### src/rtl/pong_pkg.sv
// pong_pkg: definitions shared by the paddle controllers and the renderer.
//   ROWS / ROW_W : screen height in rows and the width of a row index
//   quad_t       : quadrature pin states, named by their {A,B} value
//   gray_idx()   : position of a quadrature state in the forward Gray cycle
//   row_mask()   : 16-bit mask with rows pos..pos+len-1 set
package pong_pkg;

    localparam int unsigned ROWS  = 16;
    localparam int unsigned ROW_W = 4;

    typedef enum logic [1:0] {
        Q00 = 2'b00,
        Q01 = 2'b01,
        Q11 = 2'b11,
        Q10 = 2'b10
    } quad_t;

    // Forward rotation visits 00 -> 01 -> 11 -> 10 -> 00.
    function automatic logic [1:0] gray_idx(input quad_t q);
        case (q)
            Q00:     gray_idx = 2'd0;
            Q01:     gray_idx = 2'd1;
            Q11:     gray_idx = 2'd2;
            default: gray_idx = 2'd3;
        endcase
    endfunction

    function automatic logic [ROWS-1:0] row_mask(input logic [ROW_W-1:0] pos,
                                                 input int unsigned len);
        int unsigned p;
        logic [ROWS-1:0] m;
        p = 32'(pos);
        m = '0;
        for (int unsigned i = 0; i < ROWS; i++) begin
            m[i] = (i >= p) && (i < p + len);
        end
        return m;
    endfunction

endpackage

### src/rtl/paddle_if.sv
// paddle_if: paddle-mask bus between a paddle controller and the ball logic.
//   ball_y : ball vertical position from the ball logic ([7:4] is the row)
//   pos    : top row of the paddle
//   paddle : row occupancy mask, one bit per screen row
// master = paddle controller (producer), slave = ball logic (consumer).
interface paddle_if import pong_pkg::*; ();

    logic [7:0]       ball_y;
    logic [ROW_W-1:0] pos;
    logic [ROWS-1:0]  paddle;

    modport master (input ball_y, output pos, output paddle);
    modport slave  (output ball_y, input pos, input paddle);

endinterface

### src/rtl/paddle_quad_decoder.sv
// quad_decoder: rotary encoder front end.
//   clk, reset       : game clock, synchronous active-high reset
//   enc_a, enc_b     : raw asynchronous encoder phases
//   clear_acc        : holds the detent accumulator at 0 and suppresses steps
//   step_up          : one-cycle pulse, one detent in the reverse direction
//   step_down        : one-cycle pulse, one detent in the forward direction
// Pins pass a two-flop synchronizer, then a stability filter, then a Gray
// direction decoder feeding a signed detent accumulator.
module quad_decoder import pong_pkg::*; #(
    parameter int unsigned DEBOUNCE = 4,
    parameter int unsigned STEPS    = 4
) (
    input  logic clk,
    input  logic reset,
    input  logic enc_a,
    input  logic enc_b,
    input  logic clear_acc,
    output logic step_up,
    output logic step_down
);

    localparam int unsigned CNT_W = (DEBOUNCE > 1) ? $clog2(DEBOUNCE) : 1;
    localparam logic signed [3:0] STEPS_POS = 4'(STEPS);
    localparam logic signed [3:0] STEPS_NEG = -STEPS_POS;

    logic [1:0]        s1_q, s1_d;
    logic [1:0]        s2_q, s2_d;
    logic [1:0]        deb_q, deb_d;
    logic [CNT_W-1:0]  cnt_q, cnt_d;
    logic signed [3:0] acc_q, acc_d;
    logic              step_up_q, step_up_d;
    logic              step_down_q, step_down_d;
    logic              deb_upd;
    logic [1:0]        dir;

    always_comb begin
        s1_d        = {enc_a, enc_b};
        s2_d        = s1_q;
        deb_d       = deb_q;
        cnt_d       = cnt_q;
        acc_d       = acc_q;
        step_up_d   = 1'b0;
        step_down_d = 1'b0;
        deb_upd     = 1'b0;

        // s1 != s2 means s2 is about to change, which restarts the filter.
        if (s2_q == deb_q || s1_q != s2_q) begin
            cnt_d = '0;
        end else if (cnt_q == CNT_W'(DEBOUNCE - 1)) begin
            cnt_d   = '0;
            deb_d   = s2_q;
            deb_upd = 1'b1;
        end else begin
            cnt_d = cnt_q + 1'b1;
        end

        // Distance along the Gray cycle: 1 = forward, 3 = reverse,
        // 2 = both bits flipped (direction unknown, ignored).
        dir = gray_idx(quad_t'(s2_q)) - gray_idx(quad_t'(deb_q));

        if (clear_acc) begin
            acc_d = '0;
        end else if (deb_upd) begin
            if (dir == 2'd1) begin
                if (acc_q + 4'sd1 == STEPS_POS) begin
                    acc_d       = '0;
                    step_down_d = 1'b1;
                end else begin
                    acc_d = acc_q + 4'sd1;
                end
            end else if (dir == 2'd3) begin
                if (acc_q - 4'sd1 == STEPS_NEG) begin
                    acc_d     = '0;
                    step_up_d = 1'b1;
                end else begin
                    acc_d = acc_q - 4'sd1;
                end
            end
        end
    end

    always_ff @(posedge clk) begin
        if (reset) begin
            s1_q        <= 2'b11;
            s2_q        <= 2'b11;
            deb_q       <= 2'b11;
            cnt_q       <= '0;
            acc_q       <= '0;
            step_up_q   <= 1'b0;
            step_down_q <= 1'b0;
        end else begin
            s1_q        <= s1_d;
            s2_q        <= s2_d;
            deb_q       <= deb_d;
            cnt_q       <= cnt_d;
            acc_q       <= acc_d;
            step_up_q   <= step_up_d;
            step_down_q <= step_down_d;
        end
    end

    assign step_up   = step_up_q;
    assign step_down = step_down_q;

endmodule

### src/rtl/paddle.sv
// paddle: player paddle controller, producer side of paddle_if.
//   clk, reset   : game clock, synchronous active-high reset
//   enc_a, enc_b : quadrature encoder phases (asynchronous)
//   auto_en      : 1 = paddle tracks the ball row, encoder steps ignored
//   pif          : paddle_if master (ball_y in, pos / paddle out)
// pos saturates at 0 and ROWS-LEN; paddle is registered alongside pos.
module paddle import pong_pkg::*; #(
    parameter int unsigned LEN      = 3,
    parameter int unsigned DEBOUNCE = 4,
    parameter int unsigned STEPS    = 4,
    parameter int unsigned AUTO_DIV = 64
) (
    input  logic      clk,
    input  logic      reset,
    input  logic      enc_a,
    input  logic      enc_b,
    input  logic      auto_en,
    paddle_if.master  pif
);

    localparam int unsigned POS_MAX = ROWS - LEN;
    localparam int unsigned POS_RST = (ROWS - LEN) / 2;
    localparam int unsigned DIV_W   = (AUTO_DIV > 1) ? $clog2(AUTO_DIV) : 1;

    logic [ROW_W-1:0] pos_q, pos_d;
    logic [ROWS-1:0]  paddle_q, paddle_d;
    logic [DIV_W-1:0] div_q, div_d;
    logic             step_up, step_down;
    logic [ROW_W-1:0] target;
    int               t;

    quad_decoder #(
        .DEBOUNCE (DEBOUNCE),
        .STEPS    (STEPS)
    ) u_dec (
        .clk       (clk),
        .reset     (reset),
        .enc_a     (enc_a),
        .enc_b     (enc_b),
        .clear_acc (auto_en),
        .step_up   (step_up),
        .step_down (step_down)
    );

    // Auto target centres the paddle on the ball row, clamped to the screen.
    always_comb begin
        t = int'(pif.ball_y[7:4]) - int'(LEN / 2);
        if (t < 0) begin
            t = 0;
        end else if (t > int'(POS_MAX)) begin
            t = int'(POS_MAX);
        end
        target = ROW_W'(t);
    end

    always_comb begin
        pos_d = pos_q;
        div_d = div_q;
        if (!auto_en) begin
            div_d = '0;
            if (step_up && pos_q != '0) begin
                pos_d = pos_q - 1'b1;
            end else if (step_down && pos_q != ROW_W'(POS_MAX)) begin
                pos_d = pos_q + 1'b1;
            end
        end else if (div_q == DIV_W'(AUTO_DIV - 1)) begin
            div_d = '0;
            if (target > pos_q) begin
                pos_d = pos_q + 1'b1;
            end else if (target < pos_q) begin
                pos_d = pos_q - 1'b1;
            end
        end else begin
            div_d = div_q + 1'b1;
        end
        paddle_d = row_mask(pos_d, LEN);
    end

    always_ff @(posedge clk) begin
        if (reset) begin
            pos_q    <= ROW_W'(POS_RST);
            paddle_q <= row_mask(ROW_W'(POS_RST), LEN);
            div_q    <= '0;
        end else begin
            pos_q    <= pos_d;
            paddle_q <= paddle_d;
            div_q    <= div_d;
        end
    end

    assign pif.pos    = pos_q;
    assign pif.paddle = paddle_q;

endmodule

### src/flat_wrapper.sv
// flat-port wrapper written by rule: the top's interface ports become plain ports
module paddle_flat import pong_pkg::*;
#(
    parameter int unsigned LEN      = 3,
    parameter int unsigned DEBOUNCE = 4,
    parameter int unsigned STEPS    = 4,
    parameter int unsigned AUTO_DIV = 64
)
  (clk, reset, enc_a, enc_b, auto_en, pif_ball_y, pif_pos, pif_paddle);
  paddle_if pif_i ();
  input  logic clk;
  input  logic reset;
  input  logic enc_a;
  input  logic enc_b;
  input  logic auto_en;
  input wire logic [$bits(pif_i.ball_y)-1:0] pif_ball_y;
  output wire logic [$bits(pif_i.pos)-1:0] pif_pos;
  output wire logic [$bits(pif_i.paddle)-1:0] pif_paddle;
  assign pif_i.ball_y = pif_ball_y;
  assign pif_pos = pif_i.pos;
  assign pif_paddle = pif_i.paddle;
  paddle #(.LEN(LEN), .DEBOUNCE(DEBOUNCE), .STEPS(STEPS), .AUTO_DIV(AUTO_DIV)) u_core (.clk(clk), .reset(reset), .enc_a(enc_a), .enc_b(enc_b), .auto_en(auto_en), .pif(pif_i));
endmodule
### config.mk
export PLATFORM = sky130hd
export DESIGN_NAME = paddle_flat
export DESIGN_NICKNAME = d
export VERILOG_FILES = /design/src/rtl/pong_pkg.sv /design/src/rtl/paddle_if.sv /design/src/rtl/paddle_quad_decoder.sv /design/src/rtl/paddle.sv /design/src/flat_wrapper.sv
export SDC_FILE = /design/constraint.sdc
export NUM_CORES = 1
export LEC_CHECK = 0
export CAP_MARGIN = 20
export CORE_MARGIN = 2
export CORE_UTILIZATION = 39
export DETAILED_ROUTE_END_ITERATION = 10
export SLEW_MARGIN = 20
export SYNTH_ARGS = -nofsm -noshare
export SYNTH_HDL_FRONTEND = slang
export SYNTH_SLANG_ARGS = --single-unit
export TNS_END_PERCENT = 50
### constraint.sdc
create_clock -name clk -period 7.75 [get_ports clk]
set_input_delay 1.55 -clock clk [delete_from_list [all_inputs] [get_ports clk]]
set_output_delay 1.55 -clock clk [all_outputs]
set_load 0.02 [all_outputs]
# --- Word level (Yosys, flattened, before mapping) ---
# Cells that the tools add are included.
totals:
  regBits: 40
  in_bits: 13
  out_inout_bits: 20
  elab_cells: 119
op_classes:
  add_sub_neg: 9
  magnitude_cmp: 35
  n_eq_ne: 13
  muxes: 18
  bitwise: 5
  reduce_logical: 29
ops:
  columns: ["cell", "n"]
  rows:
  - ["< comparator 4 x 32 -> 1 bit, first input constant", 8]
  - ["< comparator 3 x 32 -> 1 bit, first input constant", 4]
  - ["< comparator 1 x 32 -> 1 bit, first input constant", 2]
  - ["< comparator 2 x 32 -> 1 bit, first input constant", 2]
  - ["2-to-1 mux 4 bit", 12]
  - [">= comparator 4 bit, first input constant", 7]
  - ["logical AND 1 bit", 17]
  - [">= comparator 3 x 4 -> 1 bit, first input constant", 4]
  - ["one-hot mux 2 bit (3 select lines)", 2]
  - ["== test 2 bit, second input constant", 4]
  - [">= comparator 1 x 4 -> 1 bit, first input constant", 2]
  - [">= comparator 2 x 4 -> 1 bit, first input constant", 2]
  - ["adder 6 x 1 -> 6 bit, second input constant", 1]
  - ["== test 2 x 1 -> 1 bit, second input constant", 3]
  - ["== test 6 bit, second input constant", 1]
  - ["OR reduction 3 bit", 2]
  - ["adder 4 x 2 -> 5 bit, second input constant", 1]
  - ["> comparator 5 bit, second input constant", 1]
  - ["< comparator 5 x 1 -> 1 bit, second input constant", 1]
  - ["inverter 1 bit", 5]
  - ["OR reduction 5 bit", 1]
  - ["subtractor 4 x 1 -> 5 bit, second input constant", 1]
  - ["adder 4 x 1 -> 4 bit, second input constant", 1]
  - ["adder 4 x 2 -> 4 bit, second input constant", 1]
  - ["other kinds (19)", 24]

# --- Logic depth before layout (Yosys ltp) ---
logic_depth:
  depth_word: 12
  depth_mapped: 19
  ltp_nobuf: 18

# --- Modules after synthesis ---
# A second synthesis with hierarchy kept.
unflattened:
  cells_unflattened: 292
  area_unflattened_um2: 2610.0
by_module_without_submodules:
  columns: ["module", "instances", "cells_per_inst", "area_each_um2", "seq_area_each_um2"]
  rows:
  - ["paddle", 1, 200, 1735.4, 520.5]
  - ["quad_decoder", 1, 92, 874.6, 280.3]

# --- Worst setup path after synthesis ---
# OpenSTA, ideal clock, no wires.
synth_path:
  path_type: "input-to-reg"
  start: "in pif_ball_y[4]"
  end: "reg u_core.paddle_q[4] (netlist: u_core.pif.paddle[4])"
  setup_time_ns: 0.080
  arrival_time_ns: 4.575
  t_required_ns: 7.670
  slack_ns: 3.096
  stages: 16
  n_path_buf: 1
  cell_sequence: "inv_1 ha_1 nand2b_1 o21bai_1 a311oi_1 ha_1 nor2b_1 o311a_1 nor3_2 or2_0 and2_1 inv_2 ha_1 buf_2 or3_1 a211oi_2"
synth_between:
  elab_chain_cells: 12
  elab_cells_between_ends: 15
  classes_between: "add/sub (2); order compare (6); mux (6); reduce/logical (1)"
synth_lines:
  columns: ["item", "line_no", "source"]
  rows:
  - ["start: declaration", "flat_wrapper.sv:16", "input wire logic [$bits(pif_i.ball_y)-1:0] pif_ball_y;"]
  - ["subtractor 4 x 1 -> 5 bit (*)", "paddle.sv:47", "t = int'(pif.ball_y[7:4]) - int'(LEN / 2);"]
  - ["> comparator 5 bit", "paddle.sv:50", "end else if (t > int'(POS_MAX)) begin"]
  - ["2-to-1 mux 4 bit", "paddle.sv:50", null]
  - ["2-to-1 mux 4 bit (*)", "paddle.sv:48", "if (t < 0) begin"]
  - ["< comparator 4 bit", "paddle.sv:70", "end else if (target < pos_q) begin"]
  - ["2-to-1 mux 4 bit", "paddle.sv:70", null]
  - ["2-to-1 mux 4 bit (*)", "paddle.sv:68", "if (target > pos_q) begin"]
  - ["2-to-1 mux 4 bit (*)", "paddle.sv:66", "end else if (div_q == DIV_W'(AUTO_DIV - 1)) begin"]
  - ["2-to-1 mux 4 bit (*)", "paddle.sv:59", "if (!auto_en) begin"]
  - ["named net u_core.pos_d[1]", "paddle.sv:25", "logic [ROW_W-1:0] pos_q, pos_d;"]
  - ["adder 4 x 2 -> 5 bit", "pong_pkg.sv:35", "m[i] = (i >= p) && (i < p + len);"]
  - ["< comparator 3 x 32 -> 1 bit", "pong_pkg.sv:35", null]
  - ["logical AND 1 bit (*)", "pong_pkg.sv:35", null]
  - ["end signal: assignment", "paddle.sv:82", "paddle_q <= row_mask(ROW_W'(POS_RST), LEN);"]
  - ["end signal: assignment", "paddle.sv:86", "paddle_q <= paddle_d;"]
  - ["end: declaration", "paddle.sv:26", "logic [ROWS-1:0] paddle_q, paddle_d;"]
# Mark *: on every way through the listed nets, which the timed path passes. The rest lies on a longest branch.
# A chain may end at the register's enable or synchronous reset.

# --- Final worst setup path ---
layout_path:
  start: "in pif_ball_y[4]"
  end: "reg u_core.paddle_q[5] (netlist: u_core.pif.paddle[5])"
# Same word-level chain as after synthesis.

==> results.yml <==
outcome:
  status: "complete, no violations"
clock_network:
  post_cts_resized: 0
  htreeDepth: 2
  clockBufferDepth: 2
  clk_latency_ns: 0.29
  cts_root_buf: "clkbuf_8"
  cts_setup_buffers: 0
  clk_pin_slew_ns: 0.08
  clock_sinks: 40
  cts_inserted_buffers: 5
  cts_tree: "done"
  ctsHoldBuffers: 0
setup_path:
  r2r_end: "u_core.pif.paddle[5]"
  critPathRequiredTime_ns: 7.97
  reg2reg_depth: 12
  endpoint: "u_core.pif.paddle[5]"
  cpPeakStageDelay_ns: 0.50
  crit_type: "primary input to register"
  r2r_slack_ns: 4.19
  crit_arrival_ns: 5.70
  critical-path-slowest-cell: "clkdlybuf4s50_1"
  crit_top_cell: "ha_1"
  startpoint: "pif_ball_y[4]"
  timing.rr.start: "u_core.pif.pos[2]"
  critPathLaunchType: "primary input"
  cp-end-kind: "register"
  cp_max_fo: 11
  worstPathCellList: "clkdlybuf4s50_1 -> inv_1 -> ha_1 -> nand2b_1 -> o21bai_1 -> a311oi_1 -> ha_1 -> and4_1 -> nor3_1 -> a21boi_0 -> o32ai_1 -> and2_1 -> inv_2 -> ha_1 -> inv_1 -> or3_1 -> a31oi_1"
layout:
  final_common_cell: "dfxtp_1"
  utilization_pct: 46.5
  final_nets: 350
  drive_above_1_share_pct: 11.8
  final_cell_mix: "dfxtp_1, clkdlybuf4s50_1, nor2_1, ha_1, inv_1"
  fill_cells: 619
  area_growth_pct: 16.7
  diodes: 0
grt:
  grt-ovfl-total: 0
  grt_max_degree: 18
  grt_first_pass_wirelength_um: 9050
  grt_usage_pct: 15.5
  grt_pass1_vias: 1986
  antenna_found_initial: 0
timing:
  slew_viol_final: 0
  skew_ns: 0.00402
  tns_ns: 0
  rsz0062_at_grt: "false"
  slew_headroom_pct: 51.4
  clock.fmax_mhz: 182
  fin_crit_ns: 5.48
  finalHoldViolCount: 0
  setup_viol: 0
  worst_pin_slew_ns: 0.725
  period_share_pct: 70.7
yosys:
  ys_types: 68
  yosysWarnings: 0
  yosysSeqAreaShare_pct: 32.0
  synth-seq-cells: 40
  synth_top_flop_cell: "dfxtp_1"
  syn_area_per_cell_um2: 8.66
  synthesis.nets: 326
  syn_area_um2: 2500
  synthCells: 289
  synth_edf_count: 0
  async_reset_ff_share_pct: 0
power:
  pwr-share-clk_pct: 25.2
  seqPwrFrac_pct: 41.8
  switching_share_pct: 34.5
  p_leak_nw: 1.17
  power_frac_comb_pct: 33.0
  p_sw_w: 0.000189
  ir_drop_mv: 0.125
  intPower_w: 0.000359
  power_density_nw_per_um2: 188
floorplan:
  core-area_um2: 6280
  dieArea_um2: 7070
  die_w_um: 84.1
  rows: 29
  start_util_pct: 39.9
  ioPinCount: 33
  die_h_um: 84.1
route:
  vias_per_cell: 5.29
  drtPass1Iterations: 4
  antenna_left: 0
  drc: 0
  drt-total-wl_um: 5030
  drt-initial-drc-count: 103
  vias: 2068
  wl_per_cell_um: 12.9
placement:
  place.gp.congestion: 0.854
  portBuffers: 28
  post-dp-hpwl_um: 3730
worst_hold_path:
  min_from: "u_core.u_dec.cnt_q[0]"
  worst_hold_path_type: "register to register"
flow_run:
  cap_violations: 0
-- synth_stat cells, types with 6 or more instances --
cell type / number / share of area (%)
nor3_1: 7 / 1.4
or2_2: 6 / 1.5
nand3_1: 10 / 2.0
xnor2_1: 8 / 2.8
ha_1: 24 / 12
a21oi_1: 12 / 2.4
clkbuf_1: 7 / 1.1
inv_1: 22 / 3.3
nand2_1: 16 / 2.4
nor4_1: 7 / 1.7
nor2_1: 25 / 3.8
dfxtp_1: 40 / 32
o21ai_0: 11 / 2.2
-- kinds of logic (layout without fill, tap and decap cells) --
| kind of cell | count (synthesis) | after routing | synth area share (%) |
|---|---|---|---|
| simple gates | 109 | 109 | 23.6 |
| compound gates | 66 | 66 | 20.7 |
| flops | 40 | 40 | 32.0 |
| buf+inv | 34 | 59 | 5.35 |
| fa+ha+maj | 24 | 24 | 12.0 |
| xor+xnor | 14 | 14 | 5.45 |
| mux | 2 | 2 | 0.950 |
-- routing by layer --
metal  wire length [um]  GRT usage (%)
met4                 52           4.11
met3                182           4.25
met1               2510           21.0
met2               2290           24.4
met5                  0              0
-- metrics by stage --
stage	total power (W)	std cells	hold WS, ns	setup WS (ns)	cell area [um2]
after floorplan	0.000356	289	0.405	3.10	2500
after global placement	0.000413	383	0.414	2.00	2830
after detailed placement	0.000414	383	0.423	1.96	2830
after CTS	0.000554	391	0.435	2.28	2920
after global routing	0.000585	391	0.467	1.79	2920
final	0.000549	391	0.429	2.27	2920
-- final cells by class --
class	instances	area, um2	area share [%]
Clock buffer	5	68.8	2.36
Clock inverter	3	18.8	0.643
Inverter	23	86.3	2.96
Multi-Input combinational cell	215	1570	53.7
Sequential cell	40	801	27.4
Tap cell	77	96.3	3.30
Timing Repair Buffer	28	280	9.60
-- registers in the layout, indices dropped and copies added (netlist names), 2 cells and up --
name / count
u_core.pif.paddle: 16
u_core.div_q: 6
u_core.pif.pos: 4
u_core.u_dec.acc_q: 4
u_core.u_dec.cnt_q: 2
u_core.u_dec.deb_q: 2
u_core.u_dec.s1_q: 2
u_core.u_dec.s2_q: 2
-- worst max-delay path, delay by kind of cell --
kind            cells  cell delay, ns
compound gates      5            1.09
fa+ha+maj           3            0.95
simple gates        5            1.17
buf+inv             4            0.94
-- worst min-delay path by stage --
stage / to / slack [ns] / cells past startpoint
5_1_grt: u_core.u_dec.cnt_q[0] / 0.47 / 1
4_1_cts: u_core.u_dec.cnt_q[0] / 0.44 / 1
3_3_place_gp: u_core.u_dec.cnt_q[0] / 0.41 / 1
6_report: u_core.u_dec.cnt_q[0] / 0.43 / 1
3_5_place_dp: u_core.u_dec.cnt_q[0] / 0.42 / 1
2_1_floorplan: u_core.u_dec.cnt_q[0] / 0.41 / 1
-- power by group through the flow --
| stage | Combinational (W) | Clock, W | Sequential [W] |
|---|---|---|---|
| after detailed placement | 0.000179 | 0 | 0.000234 |
| after CTS | 0.000180 | 0.000144 | 0.000230 |
| after global placement | 0.000179 | 0 | 0.000234 |
| after global routing | 0.000200 | 0.000153 | 0.000232 |
| after floorplan | 0.000104 | 0 | 0.000252 |
| final | 0.000181 | 0.000138 | 0.000229 |
Power figures use the tool's default switching activity.
